`config.mk`:
```
export PLATFORM = sky130hd
export DESIGN_NAME = puf_sequencer
export DESIGN_NICKNAME = d
export VERILOG_FILES = /design/src/rtl/puf_seq_pkg.sv /design/src/rtl/puf_sequencer_bit_sync.sv /design/src/rtl/puf_sequencer.sv
export SDC_FILE = /design/constraint.sdc
export NUM_CORES = 1
export LEC_CHECK = 0
export BUFFER_PORTS_ARGS = -buffer_cell sky130_fd_sc_hd__buf_2
export CELL_PAD_IN_SITES_DETAIL_PLACEMENT = 1
export CELL_PAD_IN_SITES_GLOBAL_PLACEMENT = 1
export CORE_MARGIN = 2
export CORE_UTILIZATION = 40
export CTS_CLUSTER_SIZE = 12
export DETAILED_ROUTE_END_ITERATION = 6
export PLACE_DENSITY = 0.79
export SLEW_MARGIN = 15
export SYNTH_ARGS = -nofsm -noshare
export SYNTH_HDL_FRONTEND = slang
export SYNTH_SLANG_ARGS = --single-unit
```
`constraint.sdc`:
```
create_clock -name clock -period 3 [get_ports clock]
set_input_delay 0.6 -clock clock [delete_from_list [all_inputs] [get_ports clock]]
set_output_delay 0.6 -clock clock [all_outputs]
set_load 0.01 [all_outputs]
```
`src/rtl/puf_seq_pkg.sv`:
```
// Shared types and defaults for the serial PUF evaluation sequencer.
// Latency: n/a (declarations only).
// Backpressure: n/a.
package puf_seq_pkg;

    typedef enum logic [2:0] {
        IDLE,
        LOAD,
        CLEAR,
        RUN,
        CAPTURE,
        NEXT,
        DONE
    } state_t;

    localparam int DEF_RESP_BITS      = 8;
    localparam int DEF_SETTLE_CYCLES  = 4;
    localparam int DEF_TIMEOUT_CYCLES = 1048576;
    localparam int DEF_SYNC_STAGES    = 2;

    localparam logic [31:0] RO_ALL_ON = 32'hFFFF_FFFF;

    // Counters and arbiter stay cleared unless a race is running or being sampled.
    function automatic logic holds_reset(input state_t s);
        return !(s == RUN || s == CAPTURE);
    endfunction

endpackage

```
`src/rtl/puf_sequencer_bit_sync.sv`:
```
// Multi-flop synchronizer bringing one RO-domain signal into the clock domain.
// Latency: STAGES cycles.
// Backpressure: none.
module bit_sync #(
    parameter int STAGES = 2
) (
    input  logic clock,
    input  logic reset,
    input  logic d,
    output logic q
);

    logic [STAGES-1:0] sync_q;
    logic [STAGES-1:0] sync_d;

    always_comb begin
        sync_d = {sync_q[STAGES-2:0], d};
    end

    always_ff @(posedge clock or posedge reset) begin
        if (reset) begin
            sync_q <= '0;
        end else begin
            sync_q <= sync_d;
        end
    end

    assign q = sync_q[STAGES-1];

endmodule

```
`src/rtl/puf_sequencer.sv`:
```
// Runs one serial PUF evaluation per accepted challenge, one race per response bit.
// Latency: 2 + per bit (SETTLE + race + SYNC_STAGES + 2) - 1 cycles to resp_valid.
// Backpressure: req_ready only in IDLE; result held in DONE until resp_ready.
module puf_sequencer
    import puf_seq_pkg::*;
#(
    parameter int RESP_BITS      = DEF_RESP_BITS,
    parameter int SETTLE_CYCLES  = DEF_SETTLE_CYCLES,
    parameter int TIMEOUT_CYCLES = DEF_TIMEOUT_CYCLES,
    parameter int SYNC_STAGES    = DEF_SYNC_STAGES
) (
    input  logic                 clock,
    input  logic                 reset,
    input  logic                 req_valid,
    output logic                 req_ready,
    input  logic [7:0]           challenge,
    output logic                 resp_valid,
    input  logic                 resp_ready,
    output logic [RESP_BITS-1:0] response,
    output logic                 resp_error,
    output logic                 busy,
    output logic [7:0]           scr_challenge,
    output logic                 scr_reset,
    output logic                 scr_increment,
    output logic [31:0]          ro_enable,
    output logic                 cnt_reset,
    output logic                 arb_reset,
    input  logic                 arb_done,
    input  logic                 arb_out
);

    localparam int TW = $clog2(TIMEOUT_CYCLES);
    localparam int SW = $clog2(SETTLE_CYCLES + 1);
    localparam int IW = (RESP_BITS > 1) ? $clog2(RESP_BITS) : 1;

    logic done_sync;
    logic out_sync;

    bit_sync #(.STAGES(SYNC_STAGES)) u_sync_done (
        .clock (clock),
        .reset (reset),
        .d     (arb_done),
        .q     (done_sync)
    );

    bit_sync #(.STAGES(SYNC_STAGES)) u_sync_out (
        .clock (clock),
        .reset (reset),
        .d     (arb_out),
        .q     (out_sync)
    );

    state_t                state_q, state_d;
    logic [IW-1:0]         bit_idx_q, bit_idx_d;
    logic [SW-1:0]         settle_q, settle_d;
    logic [TW-1:0]         tmo_q, tmo_d;
    logic [RESP_BITS-1:0]  response_q, response_d;
    logic                  resp_error_q, resp_error_d;
    logic [7:0]            scr_challenge_q, scr_challenge_d;
    logic                  scr_reset_q, scr_reset_d;
    logic                  scr_increment_q, scr_increment_d;
    logic [31:0]           ro_enable_q, ro_enable_d;
    logic                  cnt_reset_q, cnt_reset_d;
    logic                  arb_reset_q, arb_reset_d;
    logic                  resp_valid_q, resp_valid_d;

    always_comb begin
        state_d         = state_q;
        bit_idx_d       = bit_idx_q;
        settle_d        = settle_q;
        tmo_d           = tmo_q;
        response_d      = response_q;
        resp_error_d    = resp_error_q;
        scr_challenge_d = scr_challenge_q;

        case (state_q)
            IDLE: begin
                if (req_valid) begin
                    scr_challenge_d = challenge;
                    response_d      = '0;
                    resp_error_d    = 1'b0;
                    bit_idx_d       = '0;
                    state_d         = LOAD;
                end
            end
            LOAD: begin
                settle_d = '0;
                state_d  = CLEAR;
            end
            CLEAR: begin
                if (settle_q == SW'(SETTLE_CYCLES - 1)) begin
                    tmo_d   = '0;
                    state_d = RUN;
                end else begin
                    settle_d = settle_q + SW'(1);
                end
            end
            RUN: begin
                if (done_sync) begin
                    state_d = CAPTURE;
                end else if (tmo_q == TW'(TIMEOUT_CYCLES - 1)) begin
                    resp_error_d = 1'b1;
                    state_d      = DONE;
                end else begin
                    tmo_d = tmo_q + TW'(1);
                end
            end
            CAPTURE: begin
                // arb_out has had one extra cycle past done to settle.
                response_d[bit_idx_q] = out_sync;
                if (bit_idx_q == IW'(RESP_BITS - 1)) begin
                    state_d = DONE;
                end else begin
                    bit_idx_d = bit_idx_q + IW'(1);
                    state_d   = NEXT;
                end
            end
            NEXT: begin
                settle_d = '0;
                state_d  = CLEAR;
            end
            DONE: begin
                if (resp_ready) begin
                    state_d = IDLE;
                end
            end
            default: state_d = IDLE;
        endcase

        // Datapath controls are decoded from the next state so they line up with it.
        scr_reset_d     = (state_d == LOAD);
        scr_increment_d = (state_d == NEXT);
        ro_enable_d     = (state_d == RUN) ? RO_ALL_ON : 32'h0;
        cnt_reset_d     = holds_reset(state_d);
        arb_reset_d     = holds_reset(state_d);
        resp_valid_d    = (state_d == DONE);
    end

    always_ff @(posedge clock or posedge reset) begin
        if (reset) begin
            state_q         <= IDLE;
            bit_idx_q       <= '0;
            settle_q        <= '0;
            tmo_q           <= '0;
            response_q      <= '0;
            resp_error_q    <= 1'b0;
            scr_challenge_q <= 8'h00;
            scr_reset_q     <= 1'b0;
            scr_increment_q <= 1'b0;
            ro_enable_q     <= 32'h0;
            cnt_reset_q     <= 1'b1;
            arb_reset_q     <= 1'b1;
            resp_valid_q    <= 1'b0;
        end else begin
            state_q         <= state_d;
            bit_idx_q       <= bit_idx_d;
            settle_q        <= settle_d;
            tmo_q           <= tmo_d;
            response_q      <= response_d;
            resp_error_q    <= resp_error_d;
            scr_challenge_q <= scr_challenge_d;
            scr_reset_q     <= scr_reset_d;
            scr_increment_q <= scr_increment_d;
            ro_enable_q     <= ro_enable_d;
            cnt_reset_q     <= cnt_reset_d;
            arb_reset_q     <= arb_reset_d;
            resp_valid_q    <= resp_valid_d;
        end
    end

    assign req_ready     = (state_q == IDLE);
    assign busy          = (state_q != IDLE);
    assign resp_valid    = resp_valid_q;
    assign response      = response_q;
    assign resp_error    = resp_error_q;
    assign scr_challenge = scr_challenge_q;
    assign scr_reset     = scr_reset_q;
    assign scr_increment = scr_increment_q;
    assign ro_enable     = ro_enable_q;
    assign cnt_reset     = cnt_reset_q;
    assign arb_reset     = arb_reset_q;

endmodule

```
After elaboration in Yosys (flattened, before gate mapping)
Index checks and enable logic that the tools add are counted.

storage, ports and cells
  output and inout bits = 56
  input port bits = 14
  bits in registers = 86

cells by class
  reductions and logical operators = 16
  equality and inequality tests = 21
  $add $sub $neg = 3
  mux-type cells = 26
  order comparisons = 2

operators with widths
  kind                     count
  $mux W20                 3
  $pmux W20 S2             1
  $mux W32                 1
  $mux W3                  8
  $eq A3 B3 Y1 const B     7
  $add A20 B1 Y20 const B  1
  $eq A20 B20 Y1 const B   1
  $pmux W3 S6              1
  $pmux W8 S2              1
  $ne A2 B2 Y1 const B     7
  $eq A3 B2 Y1 const B     4
  $pmux W3 S2              2
  $bwmux W8                1
  $mux W8                  1
  $reduce_and A4 Y1        2
  $reduce_bool A2 Y1       4
  $add A3 B1 Y3 const B    2
  $eq A3 B1 Y1 const B     2
  $reduce_and A2 Y1        3
  $lt A3 B4 Y1 const B     1
  $mux W1                  4
  $demux W1 S3             1
  $ge A3 B1 Y1 const B     1
  $logic_not A3 Y1         1
  other kinds (8)          8

Longest topological paths before layout
Gate-level depths: netlist of run 1.

  depth after elaboration = 7
  gate-level depth with buffers = 8
  gate-level depth less buffers = 6

Modules after synthesis
From an unflattened synthesis of run 1, not the netlist that was laid out.

unflattened totals
  cell total of the unflattened synthesis = 282
  area total of the unflattened synthesis = 2825.2 sq um

modules (own cells, without submodules)
  module         cells an instance  times used  area an instance (sq um)
  puf_sequencer  276                1           2717.6
  bit_sync       3                  2           53.8

Worst setup path before layout of run 1
OpenSTA, ideal clock, no wires.

  path kind = reg-to-reg
  start point = reg settle_q[0]
  end point = reg tmo_q[13]
  stages on the path, launching flop included = 9
  slack = 1.118 ns
  clock period less this slack = 1.882 ns
  arrival time = 1.802 ns
  library setup time = 0.079 ns
  required time = 2.921 ns
  path through = dfrtp_1 > ha_1 > ha_1 > nor2b_1 > nand2_1 > clkbuf_1 > clkbuf_1 > nand2_1 > mux2i_1

between the ends
  word-level cells in the longest chain between the ends = 3

RTL lines
  item                         line                  text
  from (decl)                  puf_sequencer.sv:55   logic [SW-1:0] settle_q, settle_d;
  from (signal assigned)       puf_sequencer.sv:157  settle_q <= settle_d;
  $eq A3 B2 Y1                 puf_sequencer.sv:91   if (settle_q == SW'(SETTLE_CYCLES - 1)) begin
  $ne A2 B2 Y1 (no line)       n/a
  $reduce_and A4 Y1 (no line)  n/a
  to (signal assigned)         puf_sequencer.sv:158  tmo_q <= tmo_d;
  to (decl)                    puf_sequencer.sv:56   logic [TW-1:0] tmo_q, tmo_d;

No other way between the ends.
A chain may end at the register's enable or synchronous reset.

Final worst setup path of run 1
  start point = reg state_q[0]
  end point = out busy

between the ends
  word-level cells in the longest chain between the ends = 1

RTL lines
  item                    line                  text
  from (decl)             puf_sequencer.sv:53   state_t state_q, state_d;
  from (signal assigned)  puf_sequencer.sv:155  state_q <= state_d;
  $reduce_bool A3 Y1      puf_sequencer.sv:172  assign busy = (state_q != IDLE);
  to (decl)               puf_sequencer.sv:21   output logic busy,

No other way between the ends.

==> summary by stage, run 1 <==
Power and ir drop
The power per standard cell area is 730.1 mW/mm^2. IR analysis of the VDD net gives a maximum drop of around 0.40 mV. The analysis attributes to cell leakage a power of between 1.5 and 2 nW. Power comes to around 2.4 mW.

Placed design
The estimated wirelength of the detail-placed design is approximately 4800 microns. The count of buffers added on input and output ports is 69. At the end of routability-driven placement, the weighted congestion stood at between 0.8 and 0.9.

GRT
The first global-routing pass estimated about 11,000 microns of wire. The initial antenna violation count came to 0. The total global routing overflow is 0. The aggregate global-route resource usage is 0.1666. The via count of the first global-routing pass was roughly 2,400. Entering global routing, the biggest net connects 33 pins.

Layout
The relative area change from synthesis to final layout is 10.12%. The library cells used most frequently in the layout, excluding fill and tap cells, are buf_2 (69), dfrtp_1 (54), nand2_1 (42). The number of antenna diodes in the final layout is 0. The library cell used most frequently in the layout, excluding fill and tap cells, is buf_2.

The share of cells above drive strength 1 is 0.2766. The filler cell count is between 800 and 900. The number of nets in the layout is 347.

Clock network
The H-tree was split into 2 levels. The later-pin clock latency in the skew report is 310 ps. The clock tree from TritonCTS is done. The clock sink count is 55.

Buffers inserted during clock tree synthesis total 5. The buffer count from post-CTS setup fixing is 0. The count of hold buffers inserted by post-cts repair is 0. Clock-pin slew was measured on the worst setup and hold paths at 100 ps.

The number of buffers on the longest clock path is 2. Post-CTS repair changed the size of 0 cells. CTS placed an instance of clkbuf_8 at the clock tree root.

Routing
Summed over all nets, wire length on met3 after detailed routing comes to approximately 260 microns. The average wire length per cell after detail routing is between 10 and 15 microns. Summed over all layers, the routed wires come to between 6000 and 7000 microns. The first TritonRoute pass finished after 4 iterations.

Detailed routing inserted a total of between 2,000 and 2,500 vias. The highest metal layer with signal wires is met4. The total length of routed met2 wires is roughly 3100 microns. The number of DRC markers in iteration 0 is 58. The number of remaining DRC errors is 0. The post-route met1 wirelength is a little under 3000 microns. Dividing the detail-routed via count by the number of cells gives 5.231.

Once detail routing completed, the nets flagged for antenna violations numbered 0.

Logic synthesis
The number of instances in the synthesized netlist is 290. Yosys mapped a number of flops with a built-in enable equal to 0. The fraction of the yosys area taken by sequential cells is 0.4681. The dominant register cell in the synthesized netlist is dfrtp_1. Of all cell types, the one taking the most synthesized area is dfrtp_1. The count of warnings emitted by yosys is 0. The proportion of netlist area held by the largest area contributor is 0.4592. The cell area after technology mapping is 0.002943 sq mm. The synthesized area per cell is 10.15 sq um. Synthesis instantiated 45 different standard cells from the library. In this run, synthesis produced a sequential element count of between 50 and 60. When the netlist entered floorplanning its net count stood at 309.

In the post-synthesis netlist, the biggest area contributors are dfrtp_1 (46%), buf_4 (8.2%), mux2i_1 (7.8%), nand2_1 (5.4%), mux2_2 (2.3%). The async set-or-reset flop fraction in the synthesized netlist is 1.000.

STA
For the pin with the worst max-slew slack, the measured transition is a little over 800 ps. The worst max-slew margin expressed relative to the limit is 0.4431. The post-route fraction of the period consumed by the critical path is 0.6976. The count of final max-slew check failures came to 0.

Setup total negative slack on the finished layout was measured at 0 ps. The final hold violation count is 0. Setup violations remaining at the end of the flow were counted as 0. The worst clock skew is around 8.1 ps. The clock period minus worst slack is roughly 2100 ps. The achievable clock frequency is 0.4778 GHz. Setup repair after global routing left no endpoint under its margin.

Floorplan
The number of primary I/O pins is 70. The overall die height is about 90 microns. The number of cell rows is 31. The starting utilization of the core area is 0.4101. The width of the die is 89.78 microns. The die covers ~0.008 sq mm. The core box area is 0.007176 sq mm.

Setup path
The data arrival at the endpoint of the critical path is 1490 ps. The worst endpoint required time is ~2400 ps. The critical path is of the register to primary output type. In this run the critical register-to-register path is captured at tmo_q[18].

The type of origin of the critical path is a register. The signal on the critical path passes through nor3_1 -> inv_1 -> buf_2. The reg-to-reg critical path startpoint is state_q[0]. On the worst path, the slowest cell contributes a delay of between 500 and 600 ps. The slack of the worst reg-to-reg path is slightly above 900 ps. The number of buffer and inverter instances along the worst setup path is 2. The maximum fanout along the worst path is 15.

Among all stages on the critical path, the largest delay is contributed by dfrtp_1. The gate family responsible for the most delay along the worst path is flip-flops. For the worst flop-to-flop path, the logic depth is 4. The worst setup path is captured at a primary output.

Job
Across the run, the number of max-cap violations was 0.

Run status
The run finished with clean final reports.

Worst hold path
The min-delay analysis places its worst path in the category input pin to asynchronous set/reset pin.
-- how the worst max path moves through the flow --
stage	from	to	slack (ps)	cells past startpoint
2_1_floorplan	reset	bit_idx_q[0]	1060	1
3_3_place_gp	state_q[0]	tmo_q[15]	1040	4
3_5_place_dp	settle_q[0]	tmo_q[6]	960	6
4_1_cts	state_q[0]	busy	890	3
5_1_grt	state_q[0]	busy	760	3
6_report	state_q[0]	busy	910	3
-- kinds of logic (layout without fill, tap and decap cells) --
group,after synthesis,count (layout),share of synthesized area
and+or+nand+nor,111,111,0.2015
AOI/OAI and AO/OA,38,38,0.08886
muxes,33,33,0.1165
adders and majority gates,5,5,0.02126
DFF,55,55,0.4681
buffers and inverters,48,87,0.1037
-- per-stage QoR --
| stage | instance area (sq um) | instances | utilization | hold WS [ps] | worst slack (ps) |
|---|---|---|---|---|---|
| finish | 3241 | 428 | 0.4516 | 344.0 | 907.2 |
| CTS | 3241 | 428 | 0.4516 | 362.0 | 886.7 |
| floorplan | 2943 | 290 | - | 331.2 | 1059 |
| global placement | 3152 | 420 | 0.4392 | 332.9 | 1038 |
| global route | 3241 | 428 | 0.4516 | 365.8 | 763.0 |
| detailed placement | 3152 | 420 | 0.4392 | 337.1 | 958.6 |
-- cell type report --
| cell class | instances | area (sq um) | share of cell area |
|---|---|---|---|
| well taps | 99 | 123.9 | 0.03822 |
| repair buffers | 71 | 360.3 | 0.1112 |
| inverters | 8 | 30.03 | 0.009266 |
| clock buffers | 6 | 72.57 | 0.02239 |
| flip-flops and latches | 55 | 1378 | 0.4251 |
| multi-input cells | 187 | 1260 | 0.3888 |
| clock inverters | 2 | 16.27 | 0.005019 |
-- synth_stat cells, types with 2 or more instances --
master     count
dfrtp_1       54
nand2_1       42
buf_4         32
mux2i_1       23
a21oi_1        9
nand3_1        9
nand2b_1       7
nand4_1        7
nor2_1         7
o21ai_1        7
and4_1         6
inv_1          6
mux2_2         6
nor2b_1        6
nor3_1         6
a211oi_1       5
ha_1           5
nor4_1         5
buf_2          4
clkbuf_1       4
mux2_1         4
and2_1         3
and3_1         3
or3_1          3
a22o_1         2
a2bb2oi_1      2
inv_2          2
o211ai_1       2
o21a_1         2
o21ai_0        2
-- worst register-to-register path, delay by kind of cell (launching register included) --
| family | cells | cell delay (ps) |
|---|---|---|
| and+or+nand+nor | 3 | 1140 |
| DFF | 1 | 620 |
| muxes | 1 | 230 |
-- routing by layer --
metal,global-route usage,up-vias
met4,0.04103,0
met2,0.2803,55
met3,0.03353,6
met1,0.2223,1107
li1,-,1071
met5,0,-
-- power by group --
part	switching, mW	internal [mW]	total (mW)	leakage (nW)
clock network	0.255	0.169	0.423	0.0418
registers	0.158	0.891	1.05	0.725
logic	0.498	0.395	0.893	0.849
total	0.911	1.45	2.37	1.62
-- sequential cells by signal, indices dropped and copies added (netlist names) --
register            flops
settle_q                3
scr_challenge           8
resp_valid              1
state_q                 3
u_sync_out.sync_q       2
bit_idx_q               3
response                8
resp_error              1
tmo_q                  20
u_sync_done.sync_q      2
arb_reset               1
ro_enable               1
scr_reset               1
scr_increment           1
Power figures use the tool's default switching activity.
==> run 2, diff against run 1 <==
clock period = 2.2 ns   (was 3 ns; I/O delays follow)
==> run 2 against run 1 <==
  * Non-clock buffer count is 4 higher
  * Core utilization rose by 0.96 points
  * Sequential share of layout area decreased by 0.88 points
  * Worst setup slack worse by 730 ps
  * Critical path depth up 1
  * Global-route usage shrank 0.14 points
  * Design area up 2.1%
  * Final cell count grew 0.93%
  * Total power rose by 40%
  * First-iteration DRC count up 100%
  * Clock power grew 46%
  * Largest cell class unchanged
  * Largest power group unchanged
  * Highest routed layer unchanged
==> summary by stage, run 2 (synthesis results as in run 1) <==
Run status
Status: complete, no violations (unchanged).

Power and ir drop
The maximum vdd ir drop is 0.5831 mV (was 0.3972 mV). The proportion of total power due to net switching is 0.3804 (was 0.3852). The power per standard cell area is 998.5 mW/mm^2 (was 730.1 mW/mm^2). The logic gate share of total power is 0.382 (was 0.378).

The clock share of power is 0.186 (was 0.179). The overall power after layout is 3.304 mW (was 2.366 mW). The internal power of the cells is 2.047 mW (was 1.455 mW).

The net load switching power came to 1.257 mW (was 0.9112 mW). The leakage power figure was 1.658 nW (was 1.616 nW). The sequential share of power is 0.432 (was 0.443).

Setup path
The delay of the slowest critical-path stage was 520 ps (was 550 ps). The type of origin of the critical path was a register (unchanged). The category of the worst setup path capture point is a register (was primary output).

The reg-to-reg critical path startpoint is state_q[2] (was state_q[0]). The data arrival at the endpoint of the critical path is 2260 ps (was 1490 ps). The worst endpoint required time is 2430 ps (was 2400 ps). Cell-by-cell trace of the critical path: and4bb_1 -> nand3_4 -> nor4_1 -> mux2i_1 (was nor3_1 -> inv_1 -> buf_2). The maximum fanout along the worst path was 11 (was 15). The worst reg2reg path endpoint is tmo_q[19] (was tmo_q[18]). The category of the critical setup timing path is register to register (was register to primary output). The worst-path cell with the longest stage delay is and4bb_1 (was dfrtp_1). The slack of the worst reg-to-reg path is 170 ps (was 930 ps).

The count of cells along the worst register-to-register path came to 4 (unchanged).

Floorplan
The number of primary I/O pins is 70 (unchanged). The number of cell rows was 31 (unchanged). The overall die height is 89.78 microns (unchanged). The starting utilization of the core area is 0.4101 (unchanged). The die area is 0.008060 sq mm (unchanged).

The width of the die came to 89.78 microns (unchanged). The core box area came to 0.007176 sq mm (unchanged).

STA
The worst max-slew margin expressed relative to the limit is 0.5235 (was 0.4431). The worst clock skew came to 12.97 ps (was 8.105 ps). The least setup slack across all paths after layout is 173.7 ps (was 907.2 ps). The final hold violation count is 0 (unchanged).

Dividing the final minimum period by the clock period gives 0.9210. RSZ-0062 raised after global routing: false (unchanged). The transition time at the pin with the least slew margin came to 708.2 ps (was 827.7 ps).

The setup TNS is 0 ps (unchanged). Derived from the worst setup path, the maximum achievable clock frequency is around 0.5 GHz. The count of final max-slew check failures is 0 (unchanged). The clock period minus worst slack is just over 2000 ps.

The total of endpoints with negative setup slack in the final report came to 0 (unchanged).

Layout
The register containing the most flip-flops in the final layout is tmo_q (unchanged). The relative area change from synthesis to final layout came to 12.46% (was 10.12%). The number of nets in the layout is 351 (was 347). Top library cells by usage in the layout, fill and taps aside: buf_2 (69), dfrtp_1 (54), nand2_1 (42) (unchanged). The share of cells above drive strength 1 is 0.2883 (was 0.2766). The number of diodes added for antenna fixing is 0 (unchanged).

The number of flip-flops under the largest register name is 20 (unchanged). The most common library cell in the layout ignoring fill and taps is buf_2 (unchanged).

Clock network
The clock-pin slew on the worst setup and hold paths came to 110 ps (was 100 ps). The buffer type at the clock tree root is clkbuf_8 (unchanged). The number of buffers on the longest clock path is 2 (unchanged).

The clock sink count was 55 (unchanged). The count of hold buffers inserted by post-cts repair is 0 (unchanged). The post-cts repair resize count was 0 (unchanged). The buffer count from post-CTS setup fixing is 0 (unchanged). The number of H-tree branching levels is 2 (unchanged). The later-pin clock latency in the skew report is 310 ps (about the same). The clock buffer count from CTS was 5 (unchanged). The clock tree from TritonCTS is done (unchanged).

Routing
The number of remaining DRC errors was 0 (unchanged). The count of TritonRoute iterations in the first routing pass came to 4 (unchanged). The number of vias after detailed routing was 2,250 (was 2,239). The average wire length per cell after detail routing was 15.14 microns (was 14.86 microns). The number of antenna-violating nets in the routed design came to 0 (unchanged).

The number of DRC markers in iteration 0 is 116 (was 58). The number of vias per cell after detailed routing is 5.208 (was 5.231). The overall routed net length came to 6542 microns (was 6360 microns).

GRT
The total global routing overflow came to 0 (unchanged). The first-pass GRT wire length is 11,090 microns (was 11,270 microns). The initial antenna violation count is 0 (unchanged). The aggregate global-route resource usage is 0.1653 (was 0.1666). The via count of the first global-routing pass was 2,288 (was 2,350). The maximum number of pins on one net before global-route repair is 33 (unchanged).

Placed design
The worst slack at placement is 215.9 ps (was 958.6 ps). The estimated wirelength of the detail-placed design is 4949 microns (was 4780 microns). The placer congestion estimate is 0.7878 (was 0.8217).

The count of buffers inserted at the top-level ports was 69 (unchanged).

Job
The count of max-cap constraint violations is 0 (unchanged).

Worst hold path
The class of the tightest hold or removal check was input pin to asynchronous set/reset pin (unchanged).
==> run 2: cell count changes in the layout (fill, tap and decap cells not counted), sizes merged <==
| cell | previous run | this run |
|---|---|---|
| clkinvlp | 1 | 0 |
| buf | 71 | 75 |
| clkinv | 0 | 1 |
==> run 2: power groups by stage <==
stage	clock network, mW	registers (mW)	logic [mW]
after floorplan	0	1.46	1.02
after global placement	0	1.42	1.24
after detailed placement	0	1.45	1.29
after CTS	0.645	1.43	1.29
after global routing	0.691	1.47	1.40
final	0.616	1.43	1.26
==> run 2: worst max-delay path by stage <==
stage,startpoint,slack [ps],endpoint
4_1_cts,state_q[2],200,tmo_q[19]
3_5_place_dp,state_q[2],220,bit_idx_q[0]
2_1_floorplan,settle_q[0],320,tmo_q[13]
3_3_place_gp,state_q[2],310,tmo_q[15]
5_1_grt,state_q[2],2,tmo_q[19]
6_report,state_q[2],170,tmo_q[19]
==> run 2: area by class of cell <==
class	count	area [sq um]
Fill cell	841	3866
Timing Repair Buffer	75	415.4
Inverter	8	30.03
Clock inverter	2	20.02
Multi-Input combinational cell	187	1260
Sequential cell	55	1378
Clock buffer	6	82.58
Tap cell	99	123.9
==> run 2: per-stage QoR <==
step	area, sq um	hold WS (ps)	cells	util
after floorplan	2943	331.2	290	-
after global placement	3207	333.0	424	0.4469
after detailed placement	3207	337.2	424	0.4469
after CTS	3309	191.3	432	0.4612
after global routing	3309	204.3	432	0.4612
final	3309	178.4	432	0.4612
==> run 2: routing by layer <==
| metal | up-vias | global-route usage | part of all wire |
|---|---|---|---|
| met5 | - | 0 | 0 |
| met4 | 0 | 0.04231 | 0.013 |
| met3 | 9 | 0.02934 | 0.041 |
| met2 | 60 | 0.2860 | 0.49 |
| met1 | 1104 | 0.2155 | 0.45 |
| li1 | 1077 | - | - |
==> run 2: worst max-delay path: cells and delay by family (launching register included) <==
family        cells  cell delay (ps)
flops             1              500
mux               1              240
simple gates      3             1210
